<file path="src/rtl/spike_aer_packetizer.sv">
// spike_aer_packetizer
// Turns neuron fire events into AER packets. Fired neuron indices are queued
// in a small FIFO. For each event the FSM issues one read on config port B,
// captures the returned SpikeAER word one cycle later, and presents it to the
// router.
//
// Handshake rule used on both sides of this block: a transfer happens on a
// rising clk_i edge where valid and ready are both high. A producer that has
// raised valid keeps valid and its data unchanged until that transfer edge.
// A consumer may raise or lower ready freely.
//   spike side : spikeVld_i / spikeRdy_o  (this block is the consumer)
//   router side: aerVld_o   / aerRdy_i    (this block is the producer)
module spike_aer_packetizer #(
    parameter int unsigned NURN_CNT_BIT_WIDTH = 8,
    parameter int unsigned AER_BIT_WIDTH      = 32,
    parameter int unsigned FIFO_DEPTH         = 4,
    parameter int unsigned FIFO_PTR_WIDTH     = 2
) (
    input  logic                          clk_i,
    input  logic                          rst_n_i,
    input  logic                          spikeVld_i,
    input  logic [NURN_CNT_BIT_WIDTH-1:0] spikeNurnId_i,
    output logic                          spikeRdy_o,
    output logic [NURN_CNT_BIT_WIDTH-1:0] Addr_Config_B_o,
    output logic                          rdEn_Config_B_o,
    input  logic [AER_BIT_WIDTH-1:0]      SpikeAER_i,
    output logic                          aerVld_o,
    output logic [AER_BIT_WIDTH-1:0]      aerData_o,
    input  logic                          aerRdy_i,
    output logic [FIFO_PTR_WIDTH:0]       pending_o,
    output logic                          busy_o
);

    // Occupancy value that means "full", sized to the occupancy counter.
    localparam logic [FIFO_PTR_WIDTH:0] FULL_CNT = (FIFO_PTR_WIDTH+1)'(FIFO_DEPTH);

    // IDLE: waiting for an event; READ: port-B read in flight;
    // CAPT: port-B data valid this cycle; SEND: packet offered to router.
    typedef enum logic [1:0] {
        ST_IDLE = 2'd0,
        ST_READ = 2'd1,
        ST_CAPT = 2'd2,
        ST_SEND = 2'd3
    } state_e;

    // ------------------------------------------------------------------
    // Event FIFO
    // ------------------------------------------------------------------
    logic [NURN_CNT_BIT_WIDTH-1:0] fifo_q [FIFO_DEPTH];
    logic [FIFO_PTR_WIDTH-1:0]     wr_ptr_q, wr_ptr_d;
    logic [FIFO_PTR_WIDTH-1:0]     rd_ptr_q, rd_ptr_d;
    logic [FIFO_PTR_WIDTH:0]       count_q, count_d;

    logic                          fifo_full;
    logic                          fifo_empty;
    logic                          push;
    logic                          pop;
    logic [NURN_CNT_BIT_WIDTH-1:0] head;

    // ------------------------------------------------------------------
    // FSM and registered outputs
    // ------------------------------------------------------------------
    state_e                        state_q;
    logic [NURN_CNT_BIT_WIDTH-1:0] addr_q;
    logic                          rd_en_q;
    logic                          aer_vld_q;
    logic [AER_BIT_WIDTH-1:0]      aer_data_q;
    logic                          send_done;

    // Full is judged on the registered occupancy only, so a pop on the same
    // edge does not open the input while the FIFO reads full.
    assign fifo_full  = (count_q == FULL_CNT);
    assign fifo_empty = (count_q == '0);
    assign spikeRdy_o = ~fifo_full;
    assign push       = spikeVld_i & ~fifo_full;
    assign head       = fifo_q[rd_ptr_q];

    // The router has taken the current packet at this edge.
    assign send_done  = (state_q == ST_SEND) & aer_vld_q & aerRdy_i;

    // The FSM pops only from IDLE or at a SEND handshake. Occupancy is the
    // pre-edge value, so an event pushed into an empty FIFO is never popped
    // on its own push edge.
    assign pop = ~fifo_empty & ((state_q == ST_IDLE) | send_done);

    // Next pointer and occupancy values from this cycle's push/pop.
    always_comb begin
        wr_ptr_d = wr_ptr_q;
        rd_ptr_d = rd_ptr_q;
        count_d  = count_q;
        if (push) begin
            wr_ptr_d = wr_ptr_q + 1'b1;
        end
        if (pop) begin
            rd_ptr_d = rd_ptr_q + 1'b1;
        end
        case ({push, pop})
            2'b10:   count_d = count_q + 1'b1;
            2'b01:   count_d = count_q - 1'b1;
            default: count_d = count_q;
        endcase
    end

    // FIFO storage. Unreset: an entry is only read after it has been written.
    always_ff @(posedge clk_i) begin
        if (push) begin
            fifo_q[wr_ptr_q] <= spikeNurnId_i;
        end
    end

    // Pointer and occupancy registers. Reset discards all queued events.
    always_ff @(posedge clk_i or negedge rst_n_i) begin
        if (!rst_n_i) begin
            wr_ptr_q <= '0;
            rd_ptr_q <= '0;
            count_q  <= '0;
        end else begin
            wr_ptr_q <= wr_ptr_d;
            rd_ptr_q <= rd_ptr_d;
            count_q  <= count_d;
        end
    end

    // Read/capture/send sequencer. All port-B and router outputs are
    // registered here.
    always_ff @(posedge clk_i or negedge rst_n_i) begin
        if (!rst_n_i) begin
            state_q    <= ST_IDLE;
            addr_q     <= '0;
            rd_en_q    <= 1'b0;
            aer_vld_q  <= 1'b0;
            aer_data_q <= '0;
        end else begin
            case (state_q)
                ST_IDLE: begin
                    if (!fifo_empty) begin
                        addr_q  <= head;
                        rd_en_q <= 1'b1;
                        state_q <= ST_READ;
                    end
                end
                ST_READ: begin
                    // Read enable is a single-cycle pulse. The address
                    // stays put until the next read is issued.
                    rd_en_q <= 1'b0;
                    state_q <= ST_CAPT;
                end
                ST_CAPT: begin
                    aer_data_q <= SpikeAER_i;
                    aer_vld_q  <= 1'b1;
                    state_q    <= ST_SEND;
                end
                ST_SEND: begin
                    // Packet held stable until the router takes it. Data is
                    // left in place after the transfer.
                    if (send_done) begin
                        aer_vld_q <= 1'b0;
                        if (!fifo_empty) begin
                            // Chain straight into the next read to reach
                            // one packet every three cycles.
                            addr_q  <= head;
                            rd_en_q <= 1'b1;
                            state_q <= ST_READ;
                        end else begin
                            state_q <= ST_IDLE;
                        end
                    end
                end
                default: begin
                    state_q <= ST_IDLE;
                end
            endcase
        end
    end

    assign Addr_Config_B_o = addr_q;
    assign rdEn_Config_B_o = rd_en_q;
    assign aerVld_o        = aer_vld_q;
    assign aerData_o       = aer_data_q;
    assign pending_o       = count_q;
    assign busy_o          = (state_q != ST_IDLE) | ~fifo_empty;

    // Structural invariants of the queue and sequencer.
    a_no_pop_empty: assert property (@(posedge clk_i) disable iff (!rst_n_i)
        pop |-> !fifo_empty);
    a_count_bound: assert property (@(posedge clk_i) disable iff (!rst_n_i)
        count_q <= FULL_CNT);
    a_rden_pulse: assert property (@(posedge clk_i) disable iff (!rst_n_i)
        rd_en_q |-> (state_q == ST_READ));
    a_vld_in_send: assert property (@(posedge clk_i) disable iff (!rst_n_i)
        aer_vld_q |-> (state_q == ST_SEND));

endmodule

</file>
<file path="config.mk">
export PLATFORM = sky130hd
export DESIGN_NAME = spike_aer_packetizer
export DESIGN_NICKNAME = d
export VERILOG_FILES = /design/src/rtl/spike_aer_packetizer.sv
export SDC_FILE = /design/constraint.sdc
export NUM_CORES = 1
export LEC_CHECK = 0
export ABC_AREA = 1
export BUFFER_PORTS_ARGS = -buffer_cell sky130_fd_sc_hd__buf_4
export CORE_MARGIN = 4
export CORE_UTILIZATION = 50
export DETAILED_ROUTE_END_ITERATION = 10
export HOLD_SLACK_MARGIN = 0.1
export PLACE_DENSITY = 0.81
export REMOVE_ABC_BUFFERS = 1
export SYNTH_ARGS = -nofsm -noshare
export SYNTH_HDL_FRONTEND = slang
export SYNTH_SLANG_ARGS = --single-unit
</file>
<file path="constraint.sdc">
create_clock -name clk_i -period 2.27 [get_ports clk_i]
set_input_delay 0.3405 -clock clk_i [delete_from_list [all_inputs] [get_ports clk_i]]
set_output_delay 0.3405 -clock clk_i [all_outputs]
set_load 0.1 [all_outputs]
</file>
==> results.json, run 1 <==
{
  "report.final.slew_viol_count": 0,
  "avgSynthCellArea_um2": 9.54,
  "grt_pass1_vias": 2559,
  "dieArea_um2": 8620,
  "clockRootBuffer": "clkbuf_8",
  "synth_area_leaders": "dfrtp_1, edfxtp_1, nand2_1",
  "path_buf_inv": 4,
  "cp_slowest_cell": "dfrtp_1",
  "grt_max_degree": 52,
  "io_buffers": 90,
  "ys_types": 27,
  "drtIter0Drc": 155,
  "syn_to_final_growth_pct": 28.2,
  "num_vias": 2651,
  "postRouteAntennaNets": 0,
  "synth_edf_count": 32,
  "cp_cell_sequence": "inv_2, ha_2, inv_1, nand2_1, nand2_2, inv_1, ha_1, inv_1, fa_2, or2_2, nand2_1, xor2_1",
  "reg2reg_to": "pending_o[2]",
  "initial_utilization_pct": 52.1,
  "relSlewSlack_pct": 56.8,
  "synth_area_um2": 3600,
  "grt_pass1_wl_um": 11700,
  "die_h_um": 92.8,
  "ff2ff_setup_slack_ps": 130,
  "cp-end-kind": "flop",
  "cts_tree": "done",
  "ys_ff_latch": 83,
  "postSynth.asyncResetShare_pct": 61.4,
  "die_w_um": 92.8,
  "ys_top_cells_by_count": "nand2_1, dfrtp_1, nor2_1, edfxtp_1, inv_1",
  "tightestPinTransition_ps": 648,
  "core_area_um2": 6910,
  "final.setup_skew_ps": 9.69,
  "path_clk_slew_ps": 90,
  "antenna_cells": 0,
  "fmax_mhz": 467,
  "hold_class": "input pin to flop",
  "crit_fanout": 4,
  "clockBufferDepth": 2,
  "crit_start": "state_q[0]",
  "finalInstanceArea_um2": 4610,
  "fin_crit_ps": 2140,
  "rows": 30,
  "clkLatencyLatePin_ps": 360,
  "ioPinCount": 91,
  "fillCellCount": 556,
  "numCtsBuffers": 9,
  "antenna_found_initial": 0,
  "final_util_pct": 66.8,
  "wl_um": 7370,
  "vias_per_cell": 4.59,
  "cts.sinks": 83,
  "nNetsFinal": 531,
  "grt_overflow": 0,
  "start_kind": "flop",
  "synth_area_leader_cell": "dfrtp_1",
  "cts_max_level": 3,
  "placed_area_um2": 4360,
  "final_layout_size_suffix_gt1_share_pct": 28.5,
  "outcome": "finished, final reports clean",
  "arrival_ps": 2410,
  "ys.flop_type": "dfrtp_1",
  "hpwl_um": 5060,
  "required_ps": 2540,
  "synth_seq_area_share_pct": 62.2,
  "yosysMostFrequentCell": "nand2_1",
  "drt-pass1-iter-count": 6,
  "gp_congestion": 0.799,
  "finalSetupViolations": 0,
  "worst-path-stages": 12,
  "critPathKind": "flop to flop",
  "path_common_cell": "inv_1",
  "drc": 0,
  "drv_cap": 0,
  "netlist.area_leader.share_pct": 35.5,
  "slowest_delay_ps": 430,
  "fin_crit_sh_pct": 94.3,
  "crit_family": "adder cells",
  "grt.total_usage_pct": 17.6,
  "wl_per_cell_um": 12.8,
  "reg2reg_from": "state_q[0]",
  "r2r_cells": 12,
  "critPathCapture": "pending_o[2]",
  "hold_violations": 0,
  "synth_cells": 377,
  "synth_warnings": 0
}
==> per-stage QoR <==
stage	TNS, ps	std cells	hold WS [ps]	setup WS [ps]
after floorplan	-18100	365	44.9	-971
after global placement	0	558	412	176
after detailed placement	0	558	416	60.9
after CTS	0	575	163	34.4
after global routing	-1.68	577	170	-1.68
final	0	577	177	130
==> cell type report <==
| type | instances | area [um2] | area share, % |
|---|---|---|---|
| repair buffers | 100 | 753 | 16.3 |
| flip-flops and latches | 83 | 2240 | 48.5 |
| clock inverters | 3 | 23.8 | 0.515 |
| clock buffers | 13 | 201 | 4.37 |
| multi-input cells | 248 | 1140 | 24.8 |
| inverters | 34 | 133 | 2.87 |
| well taps | 96 | 120 | 2.60 |
==> sequential cells by signal, summed over array words and instances (netlist names) <==
register	cells
Addr_Config_B_o	8
aerData_o	32
aerVld_o	1
fifo_q	32
pending_o	3
rdEn_Config_B_o	1
rd_ptr_q	2
state_q	2
wr_ptr_q	2
==> layout by cell type (no fill, tap or decap), types with 2 or more instances in the layout <==
master and n:
nand2_2 11, nand3_1 6, xor2_1 2, nand2_1 165, xnor2_1 3, a21oi_1 2
clkbuf_16 2, clkinv_4 2, inv_1 30, nor2_1 38, ha_1 9, inv_2 3
edfxtp_1 32, dfrtp_1 51, o21ai_0 2, buf_4 99, clkbuf_8 11
==> worst min-delay path, cell delays in order <==
cell and delay [ps]:
buf_4 80, nand2_1 40, nand2_1 50
==> kinds of logic (layout without fill, tap and decap cells) <==
logic type / after synthesis / in the layout / synth area share, %
compound gates: 7 / 7 / 1.11
flops: 83 / 83 / 62.2
fa+ha+maj: 11 / 11 / 4.03
buf+inv: 46 / 150 / 6.12
xor+xnor: 5 / 5 / 1.22
simple gates: 225 / 225 / 25.3
==> worst min-delay path by stage <==
stage	startpoint	to	slack (ps)	cells after the start
floorplan	rst_n_i	Addr_Config_B_o[0]	40	0
global placement	rst_n_i	aerData_o[19]	410	1
detailed placement	rst_n_i	aerData_o[13]	420	1
CTS	SpikeAER_i[4]	aerData_o[4]	160	3
global route	spikeNurnId_i[5]	fifo_q[1][5]	170	1
finish	SpikeAER_i[16]	aerData_o[16]	180	3
==> repair_timing <==
item / 4_1_cts / 5_1_grt
gates resized for setup: 0 / 4
setup buffers: 0 / 2
hold buffers: 1 / 0
endpoints found under the setup margin: 0 / 1
hold endpoints to repair: 51 / 0
==> layer usage <==
| metal | vias up | part of all wire, % | track usage (%) |
|---|---|---|---|
| li1 | 1341 | - | - |
| met1 | 1227 | 39 | 20.5 |
| met2 | 66 | 53 | 30.6 |
| met3 | 17 | 5.3 | 3.49 |
| met4 | 0 | 2.8 | 9.40 |
| met5 | - | 0 | 0 |
Power of run 1 is not shown: default switching activity piles up to over one toggle a cycle in this logic, so the estimate is an artifact.
==> run 2: changes to the inputs <==
--- a/config.mk
+++ b/config.mk
@@ -11,8 +11,9 @@
 export CORE_UTILIZATION = 50
 export DETAILED_ROUTE_END_ITERATION = 10
 export HOLD_SLACK_MARGIN = 0.1
-export PLACE_DENSITY = 0.81
+export PLACE_DENSITY = 0.77
 export REMOVE_ABC_BUFFERS = 1
+export SETUP_SLACK_MARGIN = 0.15
 export SYNTH_ARGS = -nofsm -noshare
 export SYNTH_HDL_FRONTEND = slang
 export SYNTH_SLANG_ARGS = --single-unit
==> run 2 against run 1 <==
Against the previous run: sequential share of layout area is essentially flat; critical path type unchanged; critical path depth is the same; critical endpoint unchanged; flip-flop and latch count unchanged; cell area is essentially flat; largest cell class unchanged.
==> results.json, run 2 (synthesized netlist as in run 1, its figures left out) <==
{
  "min_delay_path_depth": 3,
  "final_common_cell": "nand2_1",
  "drc": 0,
  "die_w_um": 92.8,
  "antenna_found_initial": 0,
  "min_to": "aerData_o[31]",
  "relSlewSlack_pct": 57.0,
  "arrival_ps": 2290,
  "clockBufferDepth": 2,
  "final_layout_size_suffix_gt1_share_pct": 30.0,
  "numCtsBuffers": 9,
  "outcome": "finished, final reports clean",
  "reg2reg_from": "state_q[0]",
  "reg2reg_to": "pending_o[2]",
  "antenna_cells": 0,
  "rsz0062_at_grt": "false",
  "hp-start": "SpikeAER_i[31]",
  "dpl.cell_count": 558,
  "crit_family": "adder cells",
  "final_cells": 580,
  "initial_utilization_pct": 52.1,
  "drt-pass1-iter-count": 4,
  "nNetsFinal": 534,
  "grt_pass1_wl_um": 11700,
  "rows": 30,
  "drtIter0Drc": 130,
  "ioPinCount": 91,
  "critPathKind": "flop to flop",
  "cp_slowest_cell": "dfrtp_1",
  "clockRootBuffer": "clkbuf_8",
  "mostFrequentLayoutCells": "nand2_1, buf_4, dfrtp_1",
  "dieArea_um2": 8620,
  "hpwl_um": 4940,
  "crit_fanout": 3,
  "wl_per_cell_um": 12.4,
  "path_clk_slew_ps": 80,
  "wl_um": 7200,
  "cp_cell_sequence": "inv_2, ha_2, inv_1, nand2_1, nand2_2, inv_2, ha_2, inv_2, fa_2, or2_4, nand2_2, xor2_1",
  "path_buf_inv": 4,
  "hold_class": "input pin to flop",
  "postRouteAntennaNets": 0,
  "hold_violations": 0,
  "num_vias": 2607,
  "fin_crit_sh_pct": 88.7,
  "cp-end-kind": "flop",
  "final.setup_skew_ps": 6.56,
  "core_area_um2": 6910,
  "fmax_mhz": 497,
  "r2r_cells": 12,
  "cts_tree": "done",
  "slowest_delay_ps": 410,
  "grt_max_degree": 52,
  "gp_congestion": 0.837,
  "syn_to_final_growth_pct": 28.3,
  "report.final.slew_viol_count": 0,
  "die_h_um": 92.8,
  "cts_max_level": 3,
  "drv_cap": 0,
  "finalInstanceArea_um2": 4610,
  "setup_tns_ps": 0,
  "grt_pass1_vias": 2473,
  "vias_per_cell": 4.49,
  "cts.sinks": 83,
  "io_buffers": 90,
  "clkLatencyLatePin_ps": 350,
  "fin_crit_ps": 2010,
  "grt.total_usage_pct": 17.7,
  "placed_area_um2": 4360,
  "tightestPinTransition_ps": 645,
  "required_ps": 2550,
  "path_common_cell": "inv_2",
  "ff2ff_setup_slack_ps": 260,
  "finalSetupViolations": 0,
  "grt_overflow": 0,
  "start_kind": "flop"
}
run 2: changes by cell type in the layout (fill, tap and decap cells not counted), moves of 2 or more:
cell and delta:
clkinv_4 -2, clkinv_2 +3, ha_2 +2, inv_2 +2, ha_1 -2, inv_1 -2
buf_4 +3
run 2: layout make-up:
cell class                 instances  area, um2
fill                             571       2290
sequential                        83       2240
multi-input combinational        248       1160
timing repair buffer             103        776
clock buffer                      12        166
inverter                          34        133
tap                               96        120
clock inverter                     4       22.5
run 2: repair_timing:
action | in CTS | in global routing
hold buffers | 1 | 0
setup endpoints to repair | 1 | 1
buffers inserted | 3 | 2
gates resized for setup | 4 | 7
pin swaps | 0 | 4
endpoints found under the hold margin | 51 | 0
run 2: worst max-delay path by stage:
stage | startpoint | to | slack (ps) | cells after the start
2_1_floorplan | pending_o[2] | pending_o[2] | -970 | 8
3_3_place_gp | state_q[0] | pending_o[2] | 180 | 12
3_5_place_dp | state_q[0] | pending_o[2] | 110 | 12
4_1_cts | state_q[0] | pending_o[2] | 200 | 12
5_1_grt | state_q[1] | pending_o[2] | 160 | 11
6_report | state_q[0] | pending_o[2] | 260 | 12
run 2: stage by stage:
step                      setup slack, ps  hold slack [ps]  util, %
final                                 257              179     66.8
after CTS                             195              166     66.4
after floorplan                      -971             44.9        -
after global placement                179              410     63.1
after global routing                  155              175     66.8
after detailed placement              112              415     63.1
run 2: worst reg2reg max path: cells and delay by family (launching register included):
kind | cells | cell delay [ps]
xor gates and xnor gates | 1 | 140
buffers and inverters | 4 | 230
adders and majority gates | 3 | 710
DFF | 1 | 410
and+or+nand+nor | 4 | 460
run 2: per-layer routing:
metal / track usage [%] / routed length (um) / part of all wire [%]
met1: 20.9 / 2840 / 39
met2: 29.2 / 3750 / 52
met3: 4.47 / 362 / 5.0
met4: 10.3 / 252 / 3.5
met5: 0 / 0 / 0
Power of run 2 is left out for the same reason.
